**src/rtl/uart_pkg.sv**
```systemverilog
// rtl/uart_pkg.sv - shared UART sizing constants for receiver, rx FIFO and tx FIFO
package uart_pkg;

  localparam int UART_DATA_WIDTH = 8;
  localparam int UART_FIFO_DEPTH = 16;

endpackage

```
**src/rtl/uart_rx_fifo_if.sv**
```systemverilog
// rtl/uart_rx_fifo_if.sv - receive FIFO push/pop/status bundle
// Purpose: groups the receiver push side, register-side pop side and status
// flags of the receive FIFO.
// Modports:
//   master - drives i_wr_valid/i_wr_data/i_rd/i_clr_overrun/i_flush, observes o_*
//   slave  - the FIFO: observes i_*, drives o_rd_data/o_empty/o_full/o_level/o_irq/o_overrun
interface uart_rx_fifo_if
  import uart_pkg::*;
#(
  parameter int DATA_WIDTH = UART_DATA_WIDTH,
  parameter int DEPTH      = UART_FIFO_DEPTH
) ();

  localparam int LW = $clog2(DEPTH) + 1;

  logic                  i_wr_valid;
  logic [DATA_WIDTH-1:0] i_wr_data;
  logic                  i_rd;
  logic                  i_clr_overrun;
  logic                  i_flush;
  logic [DATA_WIDTH-1:0] o_rd_data;
  logic                  o_empty;
  logic                  o_full;
  logic [LW-1:0]         o_level;
  logic                  o_irq;
  logic                  o_overrun;

  modport master (
    output i_wr_valid, i_wr_data, i_rd, i_clr_overrun, i_flush,
    input  o_rd_data, o_empty, o_full, o_level, o_irq, o_overrun
  );

  modport slave (
    input  i_wr_valid, i_wr_data, i_rd, i_clr_overrun, i_flush,
    output o_rd_data, o_empty, o_full, o_level, o_irq, o_overrun
  );

endinterface

```
**src/rtl/uart_fifo_mem.sv**
```systemverilog
// rtl/uart_fifo_mem.sv - DEPTH x DATA_WIDTH register array, sync write, async read
// Ports:
//   i_clk   - write clock
//   i_we    - write enable
//   i_waddr - write address
//   i_wdata - write data
//   i_raddr - read address
//   o_rdata - combinational read of mem[i_raddr]
// Storage has no reset; contents are only meaningful where the owner has written.
module uart_fifo_mem #(
  parameter int DATA_WIDTH = 8,
  parameter int DEPTH      = 16,
  localparam int AW        = $clog2(DEPTH)
) (
  input  logic                  i_clk,
  input  logic                  i_we,
  input  logic [AW-1:0]         i_waddr,
  input  logic [DATA_WIDTH-1:0] i_wdata,
  input  logic [AW-1:0]         i_raddr,
  output logic [DATA_WIDTH-1:0] o_rdata
);

  logic [DATA_WIDTH-1:0] mem [DEPTH];

  always_ff @(posedge i_clk) begin
    if (i_we) begin
      mem[i_waddr] <= i_wdata;
    end
  end

  assign o_rdata = mem[i_raddr];

endmodule

```
**src/rtl/uart_rx_fifo.sv**
```systemverilog
// rtl/uart_rx_fifo.sv - first-word-fall-through receive FIFO with level, irq and overrun
// Ports:
//   i_clk, i_reset_n - clock, asynchronous active-low reset
//   bus (slave)      - push (i_wr_valid/i_wr_data), pop (i_rd), i_flush,
//                      i_clr_overrun; head o_rd_data, o_empty, o_full,
//                      o_level, o_irq (level >= THRESH), sticky o_overrun
module uart_rx_fifo
  import uart_pkg::*;
#(
  parameter int DATA_WIDTH = UART_DATA_WIDTH,
  parameter int DEPTH      = UART_FIFO_DEPTH,
  parameter int THRESH     = 8
) (
  input  logic        i_clk,
  input  logic        i_reset_n,
  uart_rx_fifo_if.slave bus
);

  localparam int PW = $clog2(DEPTH);
  localparam int LW = PW + 1;

  logic [PW-1:0] wr_ptr;
  logic [PW-1:0] rd_ptr;
  logic [LW-1:0] level;
  logic          overrun;

  logic empty;
  logic full;
  logic pop_ok;
  logic push_ok;
  logic overrun_set;

  assign empty = (level == '0);
  assign full  = (level == LW'(DEPTH));

  // A full FIFO can still take a byte when the head leaves on the same edge.
  assign pop_ok      = bus.i_rd && !empty;
  assign push_ok     = bus.i_wr_valid && (!full || pop_ok);
  // A flushed byte is discarded by the flush, not lost to a full FIFO.
  assign overrun_set = bus.i_wr_valid && full && !pop_ok && !bus.i_flush;

  always_ff @(posedge i_clk or negedge i_reset_n) begin
    if (!i_reset_n) begin
      wr_ptr <= '0;
      rd_ptr <= '0;
      level  <= '0;
    end else if (bus.i_flush) begin
      wr_ptr <= '0;
      rd_ptr <= '0;
      level  <= '0;
    end else begin
      if (push_ok) begin
        wr_ptr <= wr_ptr + PW'(1);
      end
      if (pop_ok) begin
        rd_ptr <= rd_ptr + PW'(1);
      end
      if (push_ok && !pop_ok) begin
        level <= level + LW'(1);
      end else if (pop_ok && !push_ok) begin
        level <= level - LW'(1);
      end
    end
  end

  // Set takes priority over clear so a drop in the clearing cycle is not lost.
  always_ff @(posedge i_clk or negedge i_reset_n) begin
    if (!i_reset_n) begin
      overrun <= 1'b0;
    end else if (overrun_set) begin
      overrun <= 1'b1;
    end else if (bus.i_clr_overrun) begin
      overrun <= 1'b0;
    end
  end

  uart_fifo_mem #(
    .DATA_WIDTH (DATA_WIDTH),
    .DEPTH      (DEPTH)
  ) u_mem (
    .i_clk   (i_clk),
    .i_we    (push_ok && !bus.i_flush),
    .i_waddr (wr_ptr),
    .i_wdata (bus.i_wr_data),
    .i_raddr (rd_ptr),
    .o_rdata (bus.o_rd_data)
  );

  assign bus.o_empty   = empty;
  assign bus.o_full    = full;
  assign bus.o_level   = level;
  assign bus.o_irq     = (level >= LW'(THRESH));
  assign bus.o_overrun = overrun;

endmodule

```
**src/flat_wrapper.sv**
```systemverilog
// flat-port wrapper written by rule: the top's interface ports become plain ports
module uart_rx_fifo_flat import uart_pkg::*;
#(
  parameter int DATA_WIDTH = UART_DATA_WIDTH,
  parameter int DEPTH      = UART_FIFO_DEPTH,
  parameter int THRESH     = 8
)
  (i_clk, i_reset_n, bus_i_wr_valid, bus_i_wr_data, bus_i_rd, bus_i_clr_overrun, bus_i_flush, bus_o_rd_data, bus_o_empty, bus_o_full, bus_o_level, bus_o_irq, bus_o_overrun);
  uart_rx_fifo_if #(.DATA_WIDTH(DATA_WIDTH), .DEPTH(DEPTH)) bus_i ();
  input  logic i_clk;
  input  logic i_reset_n;
  input wire logic [$bits(bus_i.i_wr_valid)-1:0] bus_i_wr_valid;
  input wire logic [$bits(bus_i.i_wr_data)-1:0] bus_i_wr_data;
  input wire logic [$bits(bus_i.i_rd)-1:0] bus_i_rd;
  input wire logic [$bits(bus_i.i_clr_overrun)-1:0] bus_i_clr_overrun;
  input wire logic [$bits(bus_i.i_flush)-1:0] bus_i_flush;
  output wire logic [$bits(bus_i.o_rd_data)-1:0] bus_o_rd_data;
  output wire logic [$bits(bus_i.o_empty)-1:0] bus_o_empty;
  output wire logic [$bits(bus_i.o_full)-1:0] bus_o_full;
  output wire logic [$bits(bus_i.o_level)-1:0] bus_o_level;
  output wire logic [$bits(bus_i.o_irq)-1:0] bus_o_irq;
  output wire logic [$bits(bus_i.o_overrun)-1:0] bus_o_overrun;
  assign bus_i.i_wr_valid = bus_i_wr_valid;
  assign bus_i.i_wr_data = bus_i_wr_data;
  assign bus_i.i_rd = bus_i_rd;
  assign bus_i.i_clr_overrun = bus_i_clr_overrun;
  assign bus_i.i_flush = bus_i_flush;
  assign bus_o_rd_data = bus_i.o_rd_data;
  assign bus_o_empty = bus_i.o_empty;
  assign bus_o_full = bus_i.o_full;
  assign bus_o_level = bus_i.o_level;
  assign bus_o_irq = bus_i.o_irq;
  assign bus_o_overrun = bus_i.o_overrun;
  uart_rx_fifo #(.DATA_WIDTH(DATA_WIDTH), .DEPTH(DEPTH), .THRESH(THRESH)) u_core (.i_clk(i_clk), .i_reset_n(i_reset_n), .bus(bus_i));
endmodule
```
**config.mk**
```make
export PLATFORM = sky130hd
export DESIGN_NAME = uart_rx_fifo_flat
export DESIGN_NICKNAME = d
export VERILOG_FILES = /design/src/rtl/uart_pkg.sv /design/src/rtl/uart_rx_fifo_if.sv /design/src/rtl/uart_fifo_mem.sv /design/src/rtl/uart_rx_fifo.sv /design/src/flat_wrapper.sv
export SDC_FILE = /design/constraint.sdc
export NUM_CORES = 1
export LEC_CHECK = 0
export CELL_PAD_IN_SITES_DETAIL_PLACEMENT = 1
export CELL_PAD_IN_SITES_GLOBAL_PLACEMENT = 2
export CORE_ASPECT_RATIO = 1.75
export CORE_MARGIN = 3
export CORE_UTILIZATION = 41
export CTS_CLUSTER_SIZE = 12
export DETAILED_ROUTE_END_ITERATION = 12
export PLACE_DENSITY_LB_ADDON = 0.2
export SLEW_MARGIN = 40
export SYNTH_ARGS = -nofsm -noshare
export SYNTH_HDL_FRONTEND = slang
export SYNTH_SLANG_ARGS = --single-unit
```
**constraint.sdc**
```tcl
create_clock -name i_clk -period 2.45 [get_ports i_clk]
set_input_delay 0.6125 -clock i_clk [delete_from_list [all_inputs] [get_ports i_clk]]
set_output_delay 0.6125 -clock i_clk [all_outputs]
set_load 0.02 [all_outputs]
```
Yosys cells after proc, flatten, opt, wreduce, memory -nomap -nowiden
Memories as Yosys holds them, arrays and structs flattened.
Cells that the tools add are included.
Widths: inputs -> output; s select.

word-level totals
  flip-flop bits (word level) = 14
  memory bits (writable) = 128
  bits of input ports = 14
  logic and storage cells = 41
  memories kept = 1

memories
  memory            depth  bits a word  read ports  clocked after Yosys merged registers in  write ports  line                 RTL
  u_core.u_mem.mem  16     8            1           0                                        1            uart_fifo_mem.sv:23  logic [DATA_WIDTH-1:0] mem [DEPTH];

cells by class
  add/subtract/negate cells = 4
  order comparisons = 1
  equality and inequality tests = 1
  multiplexer cells = 11
  reduce and logical (&&, ||, !) cells = 19

operators by type and width
  kind                 count
  $mux 4               4
  $mux 5               3
  $add 4x1->4 const B  2
  $logic_and 1x1->1    8
  $reduce_bool 2->1    3
  $add 5x1->5 const B  1
  $eq 5x5->1 const B   1
  $ge 5x4->1 const B   1
  $logic_not 1->1      5
  $logic_not 5->1      1
  $sub 5x1->5 const B  1
  $mux 1               4
  $reduce_bool 3->1    1
  $logic_or 1x1->1     1

Longest topological paths before layout
Gate-level depths: netlist of run 1.

  depth after elaboration = 10
  mapped depth = 9
  gate-level depth less buffers = 8

By module
A second synthesis of run 1 with hierarchy kept.

unflattened totals
  cells, all modules = 310
  area, all modules = 5,904.4 µm²

by module, submodules not included
  module         times used  cells an instance  area each (µm²)  sequential area each (µm²)
  uart_fifo_mem  1           221                4,987.3          3,843.7
  uart_rx_fifo   1           89                 917.1            350.3

Worst setup path before layout of run 1
Ideal clock, no wire load.

  kind = register to register
  start = register u_core.level[3] (netlist: u_core.bus.o_level[3])
  end = register u_core.level[4] (netlist: u_core.bus.o_level[4])
  library setup time = 0.082 ns
  data arrival time = 2.532 ns
  data required time = 2.368 ns
  path slack = -0.164 ns
  stages on the path, launching flop included = 10
  buffers on the path = 1
  clock period less this slack = 2.614 ns
  cells stage by stage = dfrtp_1 or4_1 buf_6 o21ai_4 nand2_1 fa_1 nand3_1 nand2_1 a211o_1 a31oi_1

on the way
  cells in the longest elaborated chain, start to end = 8

ends and longest elaborated chain
  what                                                                 line                RTL
  start, declared                                                      uart_rx_fifo.sv:24  logic [LW-1:0] level;
  start signal, assigned                                               uart_rx_fifo.sv:59  level <= level + LW'(1);
  start signal, assigned                                               uart_rx_fifo.sv:61  level <= level - LW'(1);
  parallel branches: the longest is 8 deep, another holds $sub 5x1->5  n/a

Parallel ways; which one is timed is not known. The select of a mux whose other input is x is not followed.
A chain may end at the register's enable or synchronous reset.

Worst setup path in the final report of run 1
  start = register u_core.rd_ptr[0]
  end = output port bus_o_rd_data[4]

on the way
  cells in the longest elaborated chain, start to end = 1

ends and longest elaborated chain
  what                    line                RTL
  start, declared         uart_rx_fifo.sv:23  logic [PW-1:0] rd_ptr;
  start signal, assigned  uart_rx_fifo.sv:56  rd_ptr <= rd_ptr + PW'(1);
  $mem_v2 16x8            n/a
  end, declared           flat_wrapper.sv:17  output wire logic [$bits(bus_i.o_rd_data)-1:0] bus_o_rd_data;

No other way between the ends.

==> impl_metrics.tcl, run 1 <==
set metrics [dict create \
    grt_pass1_vias 3643 \
    slew_headroom 0.488 \
    layout-drive-gt1-share 0.401 \
    avgSynthCellArea_sq_um 18.4 \
    synth_adder_area_share 0.0227 \
    cellPowerDensity_nw_per_um2 972 \
    ys_types 39 \
    slew_violations 0 \
    syn_nets 341 \
    cts_tree "yes" \
    multi_input_area_sq_um 1710 \
    drtPass1Iterations 4 \
    tightest_slew_ns 0.764 \
    portBuffers 30 \
    yosys_register_bits 142 \
    synth_top_family_by_area "multiplexers" \
    grt_start_max_net_pins 24 \
    worst-path-max-fanout 7 \
    setup_violations 8 \
    max_cap_viol_count 0 \
    clockBufferDepth 2 \
    wire_per_inst_um 24.3 \
    fmax_mhz 372 \
    tns_ns -1.80 \
    rsz0062_at_grt "yes" \
    layout_common_cells "edfxtp_1 (128), buf_4 (49), mux4_2 (32)" \
    syn_area_sq_um 5850 \
    cp.arrival_ns 2.07 \
    layout_commonest_cell "edfxtp_1" \
    place_hpwl_um 9330 \
    critical_path_required_ns 1.84 \
    cts-root-buf "clkbuf_16" \
    antenna_found_initial 0 \
    clock_sinks 142 \
    setup_ws_ns -0.237 \
    yosys_warnings 0 \
    dieArea_sq_um 15800 \
    via_per_inst 5.44 \
    clkLatencyLatePin_ns 0.42 \
    path_clk_slew_ns 0.06 \
    finalCriticalPeriod_ns 2.69 \
    overflow 0 \
    p_leak_nw 2.60 \
    start_util 0.420 \
    n_fill_cell 1303 \
    coreArea_sq_um 13900 \
    gp_congestion 0.742 \
    drc 0 \
    fp-row-count 57 \
    crit_type "flop to primary output" \
    synth-simple-area-share 0.0522 \
    synth_xor_area_frac 0.0105 \
    register_area_sq_um 4200 \
    nets 432 \
    vdd_drop_max_mv 0.608 \
    endpoint_kind "primary output" \
    io_pins 31 \
    fin_util 0.541 \
    initialDrtViolationCount 176 \
    grt_first_pass_wirelength_um 22200 \
    ctsHoldBuffers 0 \
    synth_compound_area_frac 0.0447 \
    insertedDiodeCount 0 \
    ys_seq_area_frac 0.717 \
    hold_ws_ns 0.555 \
    hold_path_class "flop to flop" \
    grtUsageTotal 0.203 \
    via_count 3253 \
    period_share 1.10 \
    postRouteWirelength_um 14600 \
    numCtsBuffers 17 \
    die_x_um 96.3 \
    htreeDepth 4 \
    cp-start-kind "flop" \
    synth_cells 317 \
    synthMuxAreaShare 0.136 \
    areaGrowthSynthToFinish_pct 28.7 \
    clock-skew-final_ns 0.0136 \
    outcome "finished, violations left" \
    hold_violations 0 \
    dieHeight_um 164 \
    violations "negative setup slack" \
    ant_nets 0 \
]
==> synth_stat cells <==
| cell | instances | area, sq um |
|---|---|---|
| edfxtp_1 | 128 | 3840 |
| mux4_2 | 32 | 721 |
| nor2_1 | 26 | 97.6 |
| a22oi_1 | 16 | 120 |
| nand2_1 | 16 | 60.1 |
| dfrtp_1 | 14 | 350 |
| ha_1 | 9 | 113 |
| clkbuf_1 | 7 | 26.3 |
| inv_1 | 6 | 22.5 |
| nand2b_1 | 5 | 31.3 |
| a21oi_1 | 4 | 20.0 |
| buf_2 | 4 | 20.0 |
| nor2b_1 | 4 | 25.0 |
| nor3_1 | 4 | 20.0 |
| xor2_1 | 4 | 35.0 |
| mux2_1 | 3 | 33.8 |
| mux2i_1 | 3 | 30.0 |
| nand3_1 | 3 | 15.0 |
| o211ai_1 | 3 | 22.5 |
| xnor2_1 | 3 | 26.3 |
| a211oi_1 | 2 | 15.0 |
| and3_1 | 2 | 12.5 |
| buf_1 | 2 | 7.51 |
| or4_1 | 2 | 15.0 |
| a211o_1 | 1 | 8.76 |
| a211oi_4 | 1 | 20.0 |
| a21boi_2 | 1 | 11.3 |
| a31oi_1 | 1 | 6.26 |
| and2_1 | 1 | 6.26 |
| and4b_1 | 1 | 10.0 |
| buf_4 | 1 | 7.51 |
| buf_6 | 1 | 11.3 |
| fa_1 | 1 | 20.0 |
| mux2_2 | 1 | 11.3 |
| nor4_2 | 1 | 12.5 |
| o21ai_0 | 1 | 5.00 |
| o21ai_4 | 1 | 16.3 |
| o21bai_1 | 1 | 7.51 |
| o32ai_1 | 1 | 8.76 |
==> area by class of cell <==
cell class | instances | area share
clock buffers | 17 | 0.0565
multi-input cells | 154 | 0.228
flip-flops and latches | 142 | 0.558
clock inverters | 15 | 0.0203
repair buffers | 87 | 0.105
well taps | 177 | 0.0294
inverters | 6 | 0.00299
==> path summary, 6_finish.rpt <==
kind	cells after the start	end	slack (ns)	start
setup / recovery	6	bus_o_rd_data[4]	-0.24	u_core.rd_ptr[0]
setup reg to reg	8	u_core.bus.o_level[2]	0.05	u_core.bus.o_level[0]
min in group asynchronous	1	u_core.bus.o_level[2]	0.60	i_reset_n
max in group asynchronous	1	u_core.bus.o_level[4]	1.35	i_reset_n
hold reg to reg	2	u_core.bus.o_overrun	0.56	u_core.bus.o_overrun
hold / removal	2	u_core.bus.o_overrun	0.56	u_core.bus.o_overrun
==> registers in the layout (all words and copies together), names as in the netlist <==
signal	count
u_core.bus.o_level	5
u_core.bus.o_overrun	1
u_core.rd_ptr	4
u_core.u_mem.mem	128
u_core.wr_ptr	4
==> metal layers <==
metal	vias up	wire length, um	GRT usage
li1	1444	-	-
met1	1738	5670	0.238
met2	61	8360	0.361
met3	10	361	0.0422
met4	0	161	0.0680
met5	-	0	0
==> stage by stage <==
stage	total power, mW	cells	instance area [sq um]	worst slack, ns
final	7.31	598	7530	-0.237
after global routing	7.63	598	7530	-0.330
after CTS	7.37	599	7510	-0.295
after detailed placement	4.56	555	6710	-0.180
after global placement	4.54	555	6710	-0.341
after floorplan	3.86	317	5870	-0.0675
==> what timing repair did <==
item | CTS | global route
setup buffers | 10 | 2
gates resized for setup | 72 | 15
setup endpoints to repair | 13 | 11
pin swaps | 10 | 14
cloned | 2 | 0
endpoints found under the hold margin | 0 | 0
==> cell families after synthesis <==
logic type | after synthesis
xor+xnor | 7
mux | 39
buf+inv | 21
compound gates | 33
flops | 142
simple gates | 65
fa+ha+maj | 10
==> critical path, cell delays in order (launching register included) <==
cell	delay, ns
dfrtp_2	0.50
buf_8	0.17
buf_4	0.11
mux4_2	0.49
a22oi_2	0.14
nand2_1	0.10
buf_6	0.14
==> power breakdown <==
group | total [mW] | internal [mW] | switching (mW)
clock network | 2.52 | 1.43 | 1.09
registers | 2.79 | 2.72 | 0.0736
logic | 2.00 | 1.07 | 0.934
total | 7.31 | 5.22 | 2.09
Note: power is estimated with default switching activity, not from simulation.
==> run 2: changes to the inputs <==
--- a/config.mk
+++ b/config.mk
@@ -9,10 +9,11 @@
 export CELL_PAD_IN_SITES_GLOBAL_PLACEMENT = 2
 export CORE_ASPECT_RATIO = 1.75
 export CORE_MARGIN = 3
-export CORE_UTILIZATION = 41
+export CORE_UTILIZATION = 46
 export CTS_CLUSTER_SIZE = 12
 export DETAILED_ROUTE_END_ITERATION = 12
 export PLACE_DENSITY_LB_ADDON = 0.2
+export SETUP_SLACK_MARGIN = 0.3
 export SLEW_MARGIN = 40
 export SYNTH_ARGS = -nofsm -noshare
 export SYNTH_HDL_FRONTEND = slang
==> constraint.sdc (replaced) <==
create_clock -name i_clk -period 3 [get_ports i_clk]
set_input_delay 0.75 -clock i_clk [delete_from_list [all_inputs] [get_ports i_clk]]
set_output_delay 0.75 -clock i_clk [all_outputs]
set_load 0.02 [all_outputs]
==> impl_metrics.tcl, run 2 (synthesis results as in run 1) <==
set metrics [dict create \
    outcome "finished clean" \
    rsz0062_at_grt "yes" \
    clockBufferDepth 2 \
    p_clk_frac 0.361 \
    dieHeight_um 155 \
    slew_violations 0 \
    die_x_um 91.2 \
    clkLatencyLatePin_ns 0.42 \
    cellPowerDensity_nw_per_um2 806 \
    grt_first_pass_wirelength_um 21700 \
    dieArea_sq_um 14100 \
    htreeDepth 4 \
    hold_violations 0 \
    post-place-ws_ns 0.0585 \
    areaGrowthSynthToFinish_pct 27.0 \
    p_sw_mw 1.63 \
    wire_per_inst_um 24.1 \
    largest_register_ffs 128 \
    start_util 0.479 \
    finalCriticalPeriod_ns 2.90 \
    path_clk_slew_ns 0.06 \
    grtUsageTotal 0.213 \
    gp_congestion 0.721 \
    total_power_mw 5.98 \
    cts-root-buf "clkbuf_16" \
    insertedDiodeCount 0 \
    layout-drive-gt1-share 0.355 \
    io_pins 31 \
    combPwrFrac 0.258 \
    via_count 3243 \
    ant_nets 0 \
    overflow 0 \
    cp.arrival_ns 2.15 \
    worst-path-max-fanout 8 \
    ctsHoldBuffers 0 \
    via_per_inst 5.60 \
    antenna_found_initial 0 \
    tightest_slew_ns 0.723 \
    cts_tree "yes" \
    hold_ws_ns 0.544 \
    nets 425 \
    hold_path_class "flop to flop" \
    portBuffers 30 \
    cp-start-kind "flop" \
    coreArea_sq_um 12200 \
    clock-skew-final_ns 0.00750 \
    setup_ws_ns 0.104 \
    fmax_mhz 345 \
    initialDrtViolationCount 243 \
    p_sw_frac 0.273 \
    p_leak_nw 2.57 \
    tns_ns 0 \
    top_register "u_core.u_mem.mem" \
    period_share 0.965 \
    vdd_drop_max_mv 0.468 \
    grt_pass1_vias 3606 \
    grt_start_max_net_pins 36 \
    intPower_mw 4.35 \
    slew_headroom 0.517 \
    postRouteWirelength_um 13900 \
    drtPass1Iterations 4 \
    layout_common_cells "edfxtp_1 (128), buf_4 (42), mux4_2 (32)" \
    fp-row-count 53 \
    critical_path_required_ns 2.25 \
    setup_violations 0 \
    drc 0 \
    p_seq_frac 0.381 \
    max_cap_viol_count 0 \
    clock_sinks 142 \
    place_hpwl_um 9070 \
    endpoint_kind "primary output" \
    layout_commonest_cell "edfxtp_1" \
    crit_type "flop to primary output" \
    numCtsBuffers 17 \
]
==> run 2: cell types whose count changed in the layout (fill, tap and decap cells not counted), sizes merged <==
cell / delta
buf: -12
bufinv: +2
clkbuf: +4
clkinv: +6
clkinvlp: -2
dlygate4sd2: +1
inv: -6
==> run 2: power by group through the flow <==
stage / logic (mW) / clock network, mW / registers, mW
after floorplan: 0.794 / 0 / 2.34
after global placement: 1.32 / 0 / 2.32
after detailed placement: 1.35 / 0 / 2.32
after CTS: 1.43 / 2.19 / 2.27
after global routing: 1.67 / 2.30 / 2.29
final: 1.54 / 2.16 / 2.28
==> run 2: per-stage QoR <==
| stage | util | instance area [sq um] | cells |
|---|---|---|---|
| global placement | 0.540 | 6590 | 531 |
| global route | 0.608 | 7420 | 579 |
| CTS | 0.596 | 7280 | 569 |
| finish | 0.608 | 7420 | 579 |
| floorplan | - | 5850 | 317 |
| detailed placement | 0.540 | 6590 | 531 |
==> run 2: routing by layer <==
layer  routed length (um)  up-vias  global-route usage
met4                  244        0              0.0655
met3                  397       15              0.0455
li1                     -     1433                   -
met5                    0        -                   0
met1                 4980     1720               0.236
met2                 8320       75               0.403
==> run 2: timing repair <==
item                                    4_1_cts  5_1_grt
setup buffers                                 6        9
endpoints found under the setup margin       11       11
cloned                                        0        1
resized for setup                            43       20
pin swaps                                     6        4
==> run 2: path summary, 6_finish.rpt <==
| kind | start | endpoint | slack, ns | cells after the start |
|---|---|---|---|---|
| min in group asynchronous | i_reset_n | u_core.bus.o_level[1] | 0.76 | 1 |
| min reg2reg | u_core.bus.o_overrun | u_core.bus.o_overrun | 0.54 | 2 |
| max reg2reg | u_core.bus.o_level[3] | u_core.bus.o_level[4] | 0.47 | 8 |
| max in group asynchronous | i_reset_n | u_core.bus.o_level[4] | 1.72 | 1 |
| min | u_core.bus.o_overrun | u_core.bus.o_overrun | 0.54 | 2 |
| max | u_core.rd_ptr[0] | bus_o_rd_data[5] | 0.10 | 6 |
==> run 2: critical path, cell delays in order (launching register included) <==
cell,delay (ns)
dfrtp_2,0.47
buf_6,0.14
buf_12,0.13
mux4_2,0.51
a22oi_2,0.23
nand2_1,0.09
buf_2,0.16
==> run 2: layout make-up <==
class                           count  area [sq um]
Inverter                            6          22.5
Clock inverter                     15           185
Fill cell                        1132          4780
Multi-Input combinational cell    154          1650
Tap cell                          165           206
Timing Repair Buffer               80           742
Sequential cell                   142          4200
Clock buffer                       17           425
